## src/rtl/control_unit_if.sv

```systemverilog
// Control bundle between the sequencing FSM and the datapath.
// The master side is the control unit; the slave side is the datapath/memory.
interface control_unit_if;
  logic [1:0] ir_op;
  logic [2:0] ir_cond;
  logic [2:0] ir_func;
  logic       flag_z;
  logic       flag_n;
  logic       mem_ready;
  logic       mem_req;
  logic       mem_we;
  logic       addr_sel;
  logic       ld_ir;
  logic       ld_pc;
  logic       pc_sel;
  logic       ld_rt;
  logic       ld_reg;
  logic       ld_flags;
  logic       imm_sel;
  logic [1:0] alu_op;
  logic       retire;
  logic       err;

  modport master (
    input  ir_op, ir_cond, ir_func, flag_z, flag_n, mem_ready,
    output mem_req, mem_we, addr_sel, ld_ir, ld_pc, pc_sel, ld_rt,
           ld_reg, ld_flags, imm_sel, alu_op, retire, err
  );

  modport slave (
    output ir_op, ir_cond, ir_func, flag_z, flag_n, mem_ready,
    input  mem_req, mem_we, addr_sel, ld_ir, ld_pc, pc_sel, ld_rt,
           ld_reg, ld_flags, imm_sel, alu_op, retire, err
  );
endinterface

```

## src/rtl/control_unit.sv

```systemverilog
// Sequencing FSM: fetch, decode, memory access and ALU execute, with
// branch resolution and a sticky trap on illegal ALU codes or memory timeout.
module control_unit #(
  parameter int MEM_WAIT_MAX = 15
) (
  input logic          clk,
  input logic          rst,
  control_unit_if.master cu
);

  typedef enum logic [2:0] {
    FETCH  = 3'd0,
    DECODE = 3'd1,
    MEM    = 3'd2,
    EXEC   = 3'd3,
    ERR    = 3'd4
  } state_t;

  localparam int CNT_W = (MEM_WAIT_MAX < 32'sd2) ? 1 : $clog2(MEM_WAIT_MAX + 32'sd1);
  localparam logic [CNT_W-1:0] CNT_LAST = CNT_W'(MEM_WAIT_MAX - 32'sd1);
  localparam bit TIMEOUT_EN = (MEM_WAIT_MAX > 32'sd0);

  state_t             state_r;
  state_t             state_next_s;
  logic [CNT_W-1:0]   wait_cnt_r;
  logic               timeout_s;

  logic       mem_req_s, mem_we_s, addr_sel_s, ld_ir_s, ld_pc_s, pc_sel_s;
  logic       ld_rt_s, ld_reg_s, ld_flags_s, imm_sel_s, retire_s, err_s;
  logic [1:0] alu_op_s;

  function automatic logic branch_taken(input logic [2:0] cond, input logic z, input logic n);
    logic taken;
    case (cond)
      3'b000:  taken = 1'b1;
      3'b001:  taken = z;
      3'b010:  taken = n;
      3'b011:  taken = n | z;
      3'b100:  taken = 1'b0;
      3'b101:  taken = ~z;
      3'b110:  taken = ~n;
      3'b111:  taken = ~n & ~z;
      default: taken = 1'b0;
    endcase
    return taken;
  endfunction

  // Trap fires when the wait about to be counted is the MEM_WAIT_MAX-th one.
  assign timeout_s = TIMEOUT_EN && (wait_cnt_r == CNT_LAST) && !cu.mem_ready;

  // State register
  always_ff @(posedge clk or posedge rst) begin
    if (rst) begin
      state_r <= FETCH;
    end else begin
      state_r <= state_next_s;
    end
  end

  // Consecutive wait counter; any move into FETCH or MEM starts it afresh
  always_ff @(posedge clk or posedge rst) begin
    if (rst) begin
      wait_cnt_r <= '0;
    end else if (((state_r == FETCH) || (state_r == MEM)) && (state_next_s == state_r)) begin
      wait_cnt_r <= wait_cnt_r + CNT_W'(1);
    end else begin
      wait_cnt_r <= '0;
    end
  end

  // Next-state and control decode
  always_comb begin
    state_next_s = state_r;
    mem_req_s    = 1'b0;
    mem_we_s     = 1'b0;
    addr_sel_s   = 1'b0;
    ld_ir_s      = 1'b0;
    ld_pc_s      = 1'b0;
    pc_sel_s     = 1'b0;
    ld_rt_s      = 1'b0;
    ld_reg_s     = 1'b0;
    ld_flags_s   = 1'b0;
    imm_sel_s    = 1'b0;
    alu_op_s     = 2'b00;
    retire_s     = 1'b0;
    err_s        = 1'b0;
    case (state_r)
      FETCH: begin
        mem_req_s = 1'b1;
        if (cu.mem_ready) begin
          ld_ir_s      = 1'b1;
          ld_pc_s      = 1'b1;
          state_next_s = DECODE;
        end else if (timeout_s) begin
          state_next_s = ERR;
        end else begin
          state_next_s = FETCH;
        end
      end
      DECODE: begin
        ld_rt_s = 1'b1;
        case (cu.ir_op)
          2'b10: begin
            if (branch_taken(cu.ir_cond, cu.flag_z, cu.flag_n)) begin
              ld_pc_s  = 1'b1;
              pc_sel_s = 1'b1;
            end else begin
              ld_pc_s  = 1'b0;
            end
            retire_s     = 1'b1;
            state_next_s = FETCH;
          end
          2'b11: begin
            if ((cu.ir_func == 3'b010) || (cu.ir_func == 3'b011)) begin
              state_next_s = ERR;
            end else begin
              state_next_s = EXEC;
            end
          end
          default: state_next_s = MEM;
        endcase
      end
      MEM: begin
        mem_req_s  = 1'b1;
        addr_sel_s = 1'b1;
        mem_we_s   = (cu.ir_op == 2'b01);
        if (cu.mem_ready) begin
          ld_reg_s     = (cu.ir_op == 2'b00);
          ld_flags_s   = (cu.ir_op == 2'b00);
          retire_s     = 1'b1;
          state_next_s = FETCH;
        end else if (timeout_s) begin
          state_next_s = ERR;
        end else begin
          state_next_s = MEM;
        end
      end
      EXEC: begin
        ld_reg_s     = 1'b1;
        ld_flags_s   = 1'b1;
        retire_s     = 1'b1;
        state_next_s = FETCH;
        case (cu.ir_func)
          3'b000:  begin alu_op_s = 2'b00; imm_sel_s = 1'b1; end
          3'b001:  begin alu_op_s = 2'b01; imm_sel_s = 1'b1; end
          3'b100:  begin alu_op_s = 2'b00; imm_sel_s = 1'b0; end
          3'b101:  begin alu_op_s = 2'b01; imm_sel_s = 1'b0; end
          3'b110:  begin alu_op_s = 2'b10; imm_sel_s = 1'b0; end
          3'b111:  begin alu_op_s = 2'b11; imm_sel_s = 1'b0; end
          default: begin alu_op_s = 2'b00; imm_sel_s = 1'b0; end
        endcase
      end
      ERR: begin
        err_s        = 1'b1;
        state_next_s = ERR;
      end
      default: state_next_s = FETCH;
    endcase
  end

  // Gating with rst kills any in-flight strobe (e.g. a write) the instant reset rises.
  assign cu.mem_req  = mem_req_s  & ~rst;
  assign cu.mem_we   = mem_we_s   & ~rst;
  assign cu.addr_sel = addr_sel_s & ~rst;
  assign cu.ld_ir    = ld_ir_s    & ~rst;
  assign cu.ld_pc    = ld_pc_s    & ~rst;
  assign cu.pc_sel   = pc_sel_s   & ~rst;
  assign cu.ld_rt    = ld_rt_s    & ~rst;
  assign cu.ld_reg   = ld_reg_s   & ~rst;
  assign cu.ld_flags = ld_flags_s & ~rst;
  assign cu.imm_sel  = imm_sel_s  & ~rst;
  assign cu.alu_op   = alu_op_s   & {2{~rst}};
  assign cu.retire   = retire_s   & ~rst;
  assign cu.err      = err_s      & ~rst;

endmodule
```

## src/flat_wrapper.sv

```systemverilog
// flat-port wrapper written by rule: the top's interface ports become plain ports
module control_unit_flat 
#(
  parameter int MEM_WAIT_MAX = 15
)
  (clk, rst, cu_ir_op, cu_ir_cond, cu_ir_func, cu_flag_z, cu_flag_n, cu_mem_ready, cu_mem_req, cu_mem_we, cu_addr_sel, cu_ld_ir, cu_ld_pc, cu_pc_sel, cu_ld_rt, cu_ld_reg, cu_ld_flags, cu_imm_sel, cu_alu_op, cu_retire, cu_err);
  control_unit_if cu_i ();
  input logic clk;
  input logic rst;
  input wire logic [$bits(cu_i.ir_op)-1:0] cu_ir_op;
  input wire logic [$bits(cu_i.ir_cond)-1:0] cu_ir_cond;
  input wire logic [$bits(cu_i.ir_func)-1:0] cu_ir_func;
  input wire logic [$bits(cu_i.flag_z)-1:0] cu_flag_z;
  input wire logic [$bits(cu_i.flag_n)-1:0] cu_flag_n;
  input wire logic [$bits(cu_i.mem_ready)-1:0] cu_mem_ready;
  output wire logic [$bits(cu_i.mem_req)-1:0] cu_mem_req;
  output wire logic [$bits(cu_i.mem_we)-1:0] cu_mem_we;
  output wire logic [$bits(cu_i.addr_sel)-1:0] cu_addr_sel;
  output wire logic [$bits(cu_i.ld_ir)-1:0] cu_ld_ir;
  output wire logic [$bits(cu_i.ld_pc)-1:0] cu_ld_pc;
  output wire logic [$bits(cu_i.pc_sel)-1:0] cu_pc_sel;
  output wire logic [$bits(cu_i.ld_rt)-1:0] cu_ld_rt;
  output wire logic [$bits(cu_i.ld_reg)-1:0] cu_ld_reg;
  output wire logic [$bits(cu_i.ld_flags)-1:0] cu_ld_flags;
  output wire logic [$bits(cu_i.imm_sel)-1:0] cu_imm_sel;
  output wire logic [$bits(cu_i.alu_op)-1:0] cu_alu_op;
  output wire logic [$bits(cu_i.retire)-1:0] cu_retire;
  output wire logic [$bits(cu_i.err)-1:0] cu_err;
  assign cu_i.ir_op = cu_ir_op;
  assign cu_i.ir_cond = cu_ir_cond;
  assign cu_i.ir_func = cu_ir_func;
  assign cu_i.flag_z = cu_flag_z;
  assign cu_i.flag_n = cu_flag_n;
  assign cu_i.mem_ready = cu_mem_ready;
  assign cu_mem_req = cu_i.mem_req;
  assign cu_mem_we = cu_i.mem_we;
  assign cu_addr_sel = cu_i.addr_sel;
  assign cu_ld_ir = cu_i.ld_ir;
  assign cu_ld_pc = cu_i.ld_pc;
  assign cu_pc_sel = cu_i.pc_sel;
  assign cu_ld_rt = cu_i.ld_rt;
  assign cu_ld_reg = cu_i.ld_reg;
  assign cu_ld_flags = cu_i.ld_flags;
  assign cu_imm_sel = cu_i.imm_sel;
  assign cu_alu_op = cu_i.alu_op;
  assign cu_retire = cu_i.retire;
  assign cu_err = cu_i.err;
  control_unit #(.MEM_WAIT_MAX(MEM_WAIT_MAX)) u_core (.clk(clk), .rst(rst), .cu(cu_i));
endmodule
```

## config.mk

```make
export PLATFORM = sky130hd
export DESIGN_NAME = control_unit_flat
export DESIGN_NICKNAME = d
export VERILOG_FILES = /design/src/rtl/control_unit_if.sv /design/src/rtl/control_unit.sv /design/src/flat_wrapper.sv
export SDC_FILE = /design/constraint.sdc
export NUM_CORES = 1
export LEC_CHECK = 0
export ABC_CLOCK_PERIOD_IN_PS = 2350
export CAP_MARGIN = 15
export CORE_MARGIN = 8
export CORE_UTILIZATION = 32
export CTS_CLUSTER_SIZE = 14
export DETAILED_ROUTE_END_ITERATION = 7
export PLACE_DENSITY = 0.67
export SLEW_MARGIN = 20
export SYNTH_ARGS = -nofsm -noshare
export SYNTH_HDL_FRONTEND = slang
export SYNTH_SLANG_ARGS = --single-unit
```

## constraint.sdc

```tcl
create_clock -name clk -period 2.35 [get_ports clk]
set_input_delay 0.47 -clock clk [delete_from_list [all_inputs] [get_ports clk]]
set_output_delay 0.47 -clock clk [all_outputs]
set_load 0.01 [all_outputs]
```

**Word-level counts from Yosys, hierarchy flattened**

Index checks and enable logic that the tools add are counted.

- Shift operators: 0
- Equal/unequal tests: 22
- Div/mod/pow operators: 0
- Multipliers: 0
- $add $sub $neg: 1
- Reductions and logical operators: 12
- Magnitude comparators: 0
- Bitwise gates (word level): 17
- Mux-type cells: 30

Operator list:

| operator | count |
|---|---|
| $eq 3x3->1 const B | 8 |
| $eq 3x2->1 const B | 6 |
| $mux 1 | 16 |
| $mux 3 | 5 |
| $and 1x1->1 | 12 |
| $pmux 3 s4 | 1 |
| $eq 3x1->1 const B | 3 |
| $logic_not 3->1 | 3 |
| $pmux 1 s8 | 1 |
| $pmux 2 s3 | 1 |
| $pmux 3 s2 | 1 |
| $reduce_or 2->1 | 3 |
| $add 4x1->4 const B | 1 |
| $eq 2x2->1 const B | 2 |
| $eq 4x4->1 const B | 1 |
| $mux 4 | 1 |
| $pmux 1 s2 | 2 |
| $eq 3x3->1 | 1 |
| $not 1->1 | 3 |
| $pmux 1 s3 | 1 |
| $and 2x2->2 | 1 |
| $eq 2x1->1 const B | 1 |
| $logic_and 1x1->1 | 2 |
| $logic_not 2->1 | 1 |
| 4 further kinds | 5 |

- Latch bits: 0
- Bits of input ports: 13
- Memories kept: 0
- Register bits: 7
- RAM bits: 0
- Bits in read-only memories: 0

**Longest topological paths before layout**

- Depth after elaboration: 9
- Gate-level depth with buffers: 5
- Gate-level depth less buffers: 5

**Least setup slack after synthesis**

OpenSTA, ideal clock, no wires.

- Path kind: in2out
- Start: input cu_flag_z
- End: output cu_ld_pc
- Cell stages on the path: 3
- Data required time: 1.880 ns
- Data arrival time: 1.475 ns
- Path buffers: 0
- Slack: 0.405 ns
- Path through: a22o_1 > or4b_1 > a31oi_1

- Cells in the longest elaborated chain, start to end: 9
- Elaborated cells on any way between the ends: 10
- Classes of those cells: 6 x mux; 4 x bitwise

RTL lines:

| element | line | text |
|---|---|---|
| from (decl) | flat_wrapper.sv:13 | `input wire logic [$bits(cu_i.flag_z)-1:0] cu_flag_z;` |
| $not 1->1 | control_unit.sv:40, control_unit.sv:42 |  |
| $and 1x1->1 | control_unit.sv:42 | `3'b111: taken = ~n & ~z;` |
| $pmux 1 s8 * | control_unit.sv:34 | `case (cond)` |
| $mux 1 * | control_unit.sv:102 | `case (cu.ir_op)` |
| $mux 1 * | control_unit.sv:87 | `case (state_r)` |
| $mux 1 * | control_unit.sv:104 | `if (branch_taken(cu.ir_cond, cu.flag_z, cu.flag_n)) begin` |
| $mux 1 * | control_unit.sv:102 |  |
| $pmux 1 s2 * | control_unit.sv:87 |  |
| $and 1x1->1 * | control_unit.sv:166 | `assign cu.ld_pc = ld_pc_s & ~rst;` |
| to (decl) | flat_wrapper.sv:20 | `output wire logic [$bits(cu_i.ld_pc)-1:0] cu_ld_pc;` |

Mark *: on every way between the ends. The rest lies on a longest branch, timed or not. The select of a mux whose other input is x is not followed.

**Worst setup path after layout**

- Start: input cu_ir_op[1]
- End: output cu_ld_pc

- Cells in the longest elaborated chain, start to end: 4

RTL lines:

| element | line | text |
|---|---|---|
| from (decl) | flat_wrapper.sv:10 | `input wire logic [$bits(cu_i.ir_op)-1:0] cu_ir_op;` |
| $eq 2x2->1 | control_unit.sv:102 |  |
| $mux 1 | control_unit.sv:102 |  |
| $pmux 1 s2 | control_unit.sv:87 |  |
| $and 1x1->1 | control_unit.sv:166 |  |

Every way passes these cells.

==> run_summary.xml <==
<?xml version="1.0" encoding="UTF-8"?>
<metrics>
  <group name="run_status">
    <metric name="status" unit="">completed</metric>
  </group>
  <group name="setup_path">
    <metric name="timing.critical_path.from_type" unit="">primary input</metric>
    <metric name="critical_path.max_stage_delay" unit="ps">480</metric>
    <metric name="timing.critical_path.cells" unit="">dlygate4sd2_1 &gt; and4bb_2 &gt; or4b_4 &gt; a31oi_1 &gt; buf_2</metric>
    <metric name="crit_path_end_kind" unit="">output pin</metric>
    <metric name="worstPathMaxFanout" unit="">4</metric>
    <metric name="critPathKind" unit="">in -&gt; out</metric>
    <metric name="worstPathRequired" unit="ps">1880</metric>
    <metric name="critPathArrivalTime" unit="ps">1810</metric>
    <metric name="critical-path-slowest-cell" unit="">or4b_4</metric>
  </group>
  <group name="die">
    <metric name="die_y" unit="um">55.9</metric>
    <metric name="core" unit="mm^2">0.00151</metric>
    <metric name="placement_rows" unit="">14</metric>
    <metric name="start_util" unit="">0.339</metric>
    <metric name="top_level_ports" unit="">27</metric>
    <metric name="die-width" unit="um">55.9</metric>
    <metric name="fp.dieArea" unit="mm^2">0.00313</metric>
  </group>
  <group name="global_route">
    <metric name="globalRouteOverflowTotal" unit="">0</metric>
    <metric name="vias_in_the_first_global_route" unit="">646</metric>
    <metric name="pin_count_of_the_biggest_net_entering_global_routing" unit="">12</metric>
    <metric name="antenna_found_initial" unit="">0</metric>
    <metric name="grt_pass1_wl" unit="um">2790</metric>
    <metric name="grtUsageTotal" unit="">0.105</metric>
  </group>
  <group name="yosys">
    <metric name="postSynthCellCount" unit="">63</metric>
    <metric name="share_of_synthesized_cell_area_in_full_adder_half_adder_and_majority_cells" unit="">0.0490</metric>
    <metric name="synth_area_leader_cell" unit="">dfrtp_1</metric>
    <metric name="synth_most_common_cell" unit="">nor2_1</metric>
    <metric name="synth_commonest_cells" unit="">13 x nor2_1, 7 x dfrtp_1, 4 x and3_1, 4 x nand2_1, 4 x nand2b_1</metric>
    <metric name="main_combinational_cell_family_by_area_after_synthesis" unit="">simple AND/OR/NAND/NOR gates</metric>
    <metric name="seq_area_frac_synth" unit="">0.343</metric>
    <metric name="syn_area_per_cell" unit="um^2">8.10</metric>
    <metric name="post_synth_mux_area_share" unit="">0</metric>
    <metric name="post_synth_edffs" unit="">0</metric>
    <metric name="mappedNetlistArea" unit="um^2">510</metric>
    <metric name="post-synth-top-area-fraction" unit="">0.343</metric>
    <metric name="ys_seq_elements" unit="">7</metric>
    <metric name="synthArstFlopShare" unit="">1.00</metric>
    <metric name="synth_fp_nets" unit="">78</metric>
    <metric name="synthDistinctLibCells" unit="">29</metric>
    <metric name="yosys.area_share.xor_xnor" unit="">0.0343</metric>
    <metric name="synth-compound-area-share" unit="">0.147</metric>
    <metric name="ys_dominant_reg_cell" unit="">dfrtp_1</metric>
    <metric name="synthesized_area_fraction_occupied_by_and_or_nand_nor_cells" unit="">0.382</metric>
    <metric name="netlist_top_cells_area" unit="">dfrtp_1 34%, nor2_1 9.6%, and3_1 4.9%</metric>
    <metric name="synth_warnings" unit="">0</metric>
  </group>
  <group name="clock_tree">
    <metric name="cts-root-to-sink-buffers" unit="">2</metric>
    <metric name="worst_setup_hold_path_clk_slew" unit="ps">50</metric>
    <metric name="tritoncts" unit="">built</metric>
    <metric name="clkSinkCount" unit="">7</metric>
    <metric name="clk_root_buffer_cell" unit="">clkbuf_4</metric>
    <metric name="h-tree-depth" unit="">1</metric>
    <metric name="cts-buffers-inserted" unit="">3</metric>
    <metric name="worstSkewPairLatency" unit="ps">260</metric>
  </group>
  <group name="route">
    <metric name="post_drt_via_cell_ratio" unit="">5.02</metric>
    <metric name="detail_route.wl_per_cell" unit="um">13.8</metric>
    <metric name="detail-route-antenna-nets" unit="">0</metric>
    <metric name="detailed_router_iteration_count_before_antenna_repair" unit="">2</metric>
    <metric name="drtIter0Drc" unit="">8</metric>
    <metric name="wl" unit="um">1630</metric>
    <metric name="num_vias" unit="">592</metric>
    <metric name="residual_drc" unit="">0</metric>
  </group>
  <group name="sta">
    <metric name="fin_crit_sh" unit="">0.970</metric>
    <metric name="grt_setup_unrepaired" unit="">no</metric>
    <metric name="setup_viol" unit="">0</metric>
    <metric name="finalHoldWorstSlack" unit="ps">483</metric>
    <metric name="slew_violations" unit="">0</metric>
    <metric name="finalHoldViolations" unit="">0</metric>
    <metric name="fin_skew" unit="ps">1.33</metric>
    <metric name="layout_min_cycle_time" unit="ps">2280</metric>
    <metric name="peak_clock_frequency_supported_by_timing" unit="MHz">439</metric>
    <metric name="timing.max_slew.rel_slack" unit="">0.818</metric>
    <metric name="tightest_slew" unit="ps">272</metric>
  </group>
  <group name="final_layout">
    <metric name="diodes" unit="">0</metric>
    <metric name="num-nets-final" unit="">118</metric>
    <metric name="area_growth_syn_to_layout" unit="%">72.8</metric>
    <metric name="ratio_of_cells_with_drive_above_1_in_the_final_layout" unit="">0.216</metric>
  </group>
  <group name="place">
    <metric name="post-dp-hpwl" unit="um">1310</metric>
    <metric name="gpl.final_weighted_congestion" unit="">0.845</metric>
    <metric name="placement.io_buffers" unit="">26</metric>
  </group>
  <group name="power_and_ir_drop">
    <metric name="cellPowerDensity" unit="mW/mm^2">647</metric>
    <metric name="power.leakage" unit="nW">0.490</metric>
    <metric name="vdd_drop_max" unit="mV">0.244</metric>
    <metric name="design_power_total" unit="mW">0.571</metric>
  </group>
  <group name="worst_hold_path">
    <metric name="worst_hold_path_type" unit="">reg -&gt; reg</metric>
  </group>
  <group name="flow_run">
    <metric name="maxcap_viol_count" unit="">0</metric>
  </group>
</metrics>
==> worst max-delay path, delay by kind of cell <==
family	cells	cell delay, ps
AO/OA/AOI/OAI	1	180
buffers and inverters	2	410
AND/OR/NAND/NOR	2	750
==> path summary, 6_finish.rpt <==
path | cells past startpoint | to | startpoint | slack (ps)
worst min register to register | 1 | u_core.wait_cnt_r[0] | u_core.wait_cnt_r[0] | 480
worst max-delay path | 5 | cu_ld_pc | cu_ir_op[1] | 70
min in group asynchronous | 3 | u_core.state_r[0] | rst | 640
worst min-delay path | 1 | u_core.wait_cnt_r[0] | u_core.wait_cnt_r[0] | 480
max in group asynchronous | 3 | u_core.wait_cnt_r[2] | rst | 1490
worst max register to register | 4 | u_core.state_r[1] | u_core.state_r[0] | 880
==> where the power goes <==
part           switching (mW)  total (mW)  internal, mW  leakage, nW
logic                   0.144       0.291         0.147        0.382
registers              0.0201       0.169         0.149       0.0939
clock network          0.0459       0.111        0.0649       0.0150
total                   0.210       0.571         0.361        0.490
==> logic make-up (layout without fill, tap and decap cells) <==
group | Yosys count | after routing
AND/OR/NAND/NOR | 36 | 36
AO/OA/AOI/OAI | 11 | 11
flip-flops | 7 | 7
buffers and inverters | 5 | 44
adder cells (fa/ha/maj) | 2 | 2
XOR/XNOR | 2 | 2
==> cells in the final DEF, fill, tap and decap left out, drive strengths merged <==
cell,count
o22ai,1
dfrtp,7
inv,3
nand3,3
nand2b,4
buf,13
or2b,1
a21boi,2
a31oi,1
o221ai,1
clkbuf,5
ha,2
nand2,4
nor3,1
a21oi,2
or4b,1
nor2,13
and3,4
o31ai,1
or3,1
o211ai,1
xnor2,1
and4bb,1
xor2,1
o21ai,1
nand3b,1
nor4b,1
clkdlybuf4s50,7
nor3b,1
a22o,1
dlymetal6s2s,5
dlygate4sd2,11
==> state kept, by name, summed over array words and instances (netlist names) <==
register and flops:
u_core.state_r 3, u_core.wait_cnt_r 4
==> final cells by class <==
cell class / instances / area [um^2]
clock buffer: 4 / 26.3
fill: 165 / 624
inverter: 3 / 11.3
multi-input combinational: 51 / 323
sequential: 7 / 175
tap: 16 / 20.0
timing repair buffer: 37 / 327
==> metal layers <==
layer / GRT usage / wire [um] / up-vias
li1: - / - / 300
met3: 0.0388 / 131 / 3
met4: 0.0515 / 32 / 0
met2: 0.176 / 742 / 22
met1: 0.114 / 720 / 267
met5: 0 / 0 / -
==> metrics by stage <==
step,instances,util,area (um^2),TNS [ps],setup slack (ps)
after floorplan,63,-,510,0,405
after global placement,112,0.562,847,-2370,-526
after detailed placement,112,0.562,847,-2460,-574
after CTS,117,0.575,866,0,6.00
after global routing,118,0.586,882,0,12.4
final,118,0.586,882,0,70.4
==> what timing repair did <==
action	in CTS	in global routing
endpoints found under the setup margin	12	4
hold buffers	0	0
pin swaps	5	3
setup buffers	1	1
gates resized for setup	23	8
(Power assumes the default switching activity.)
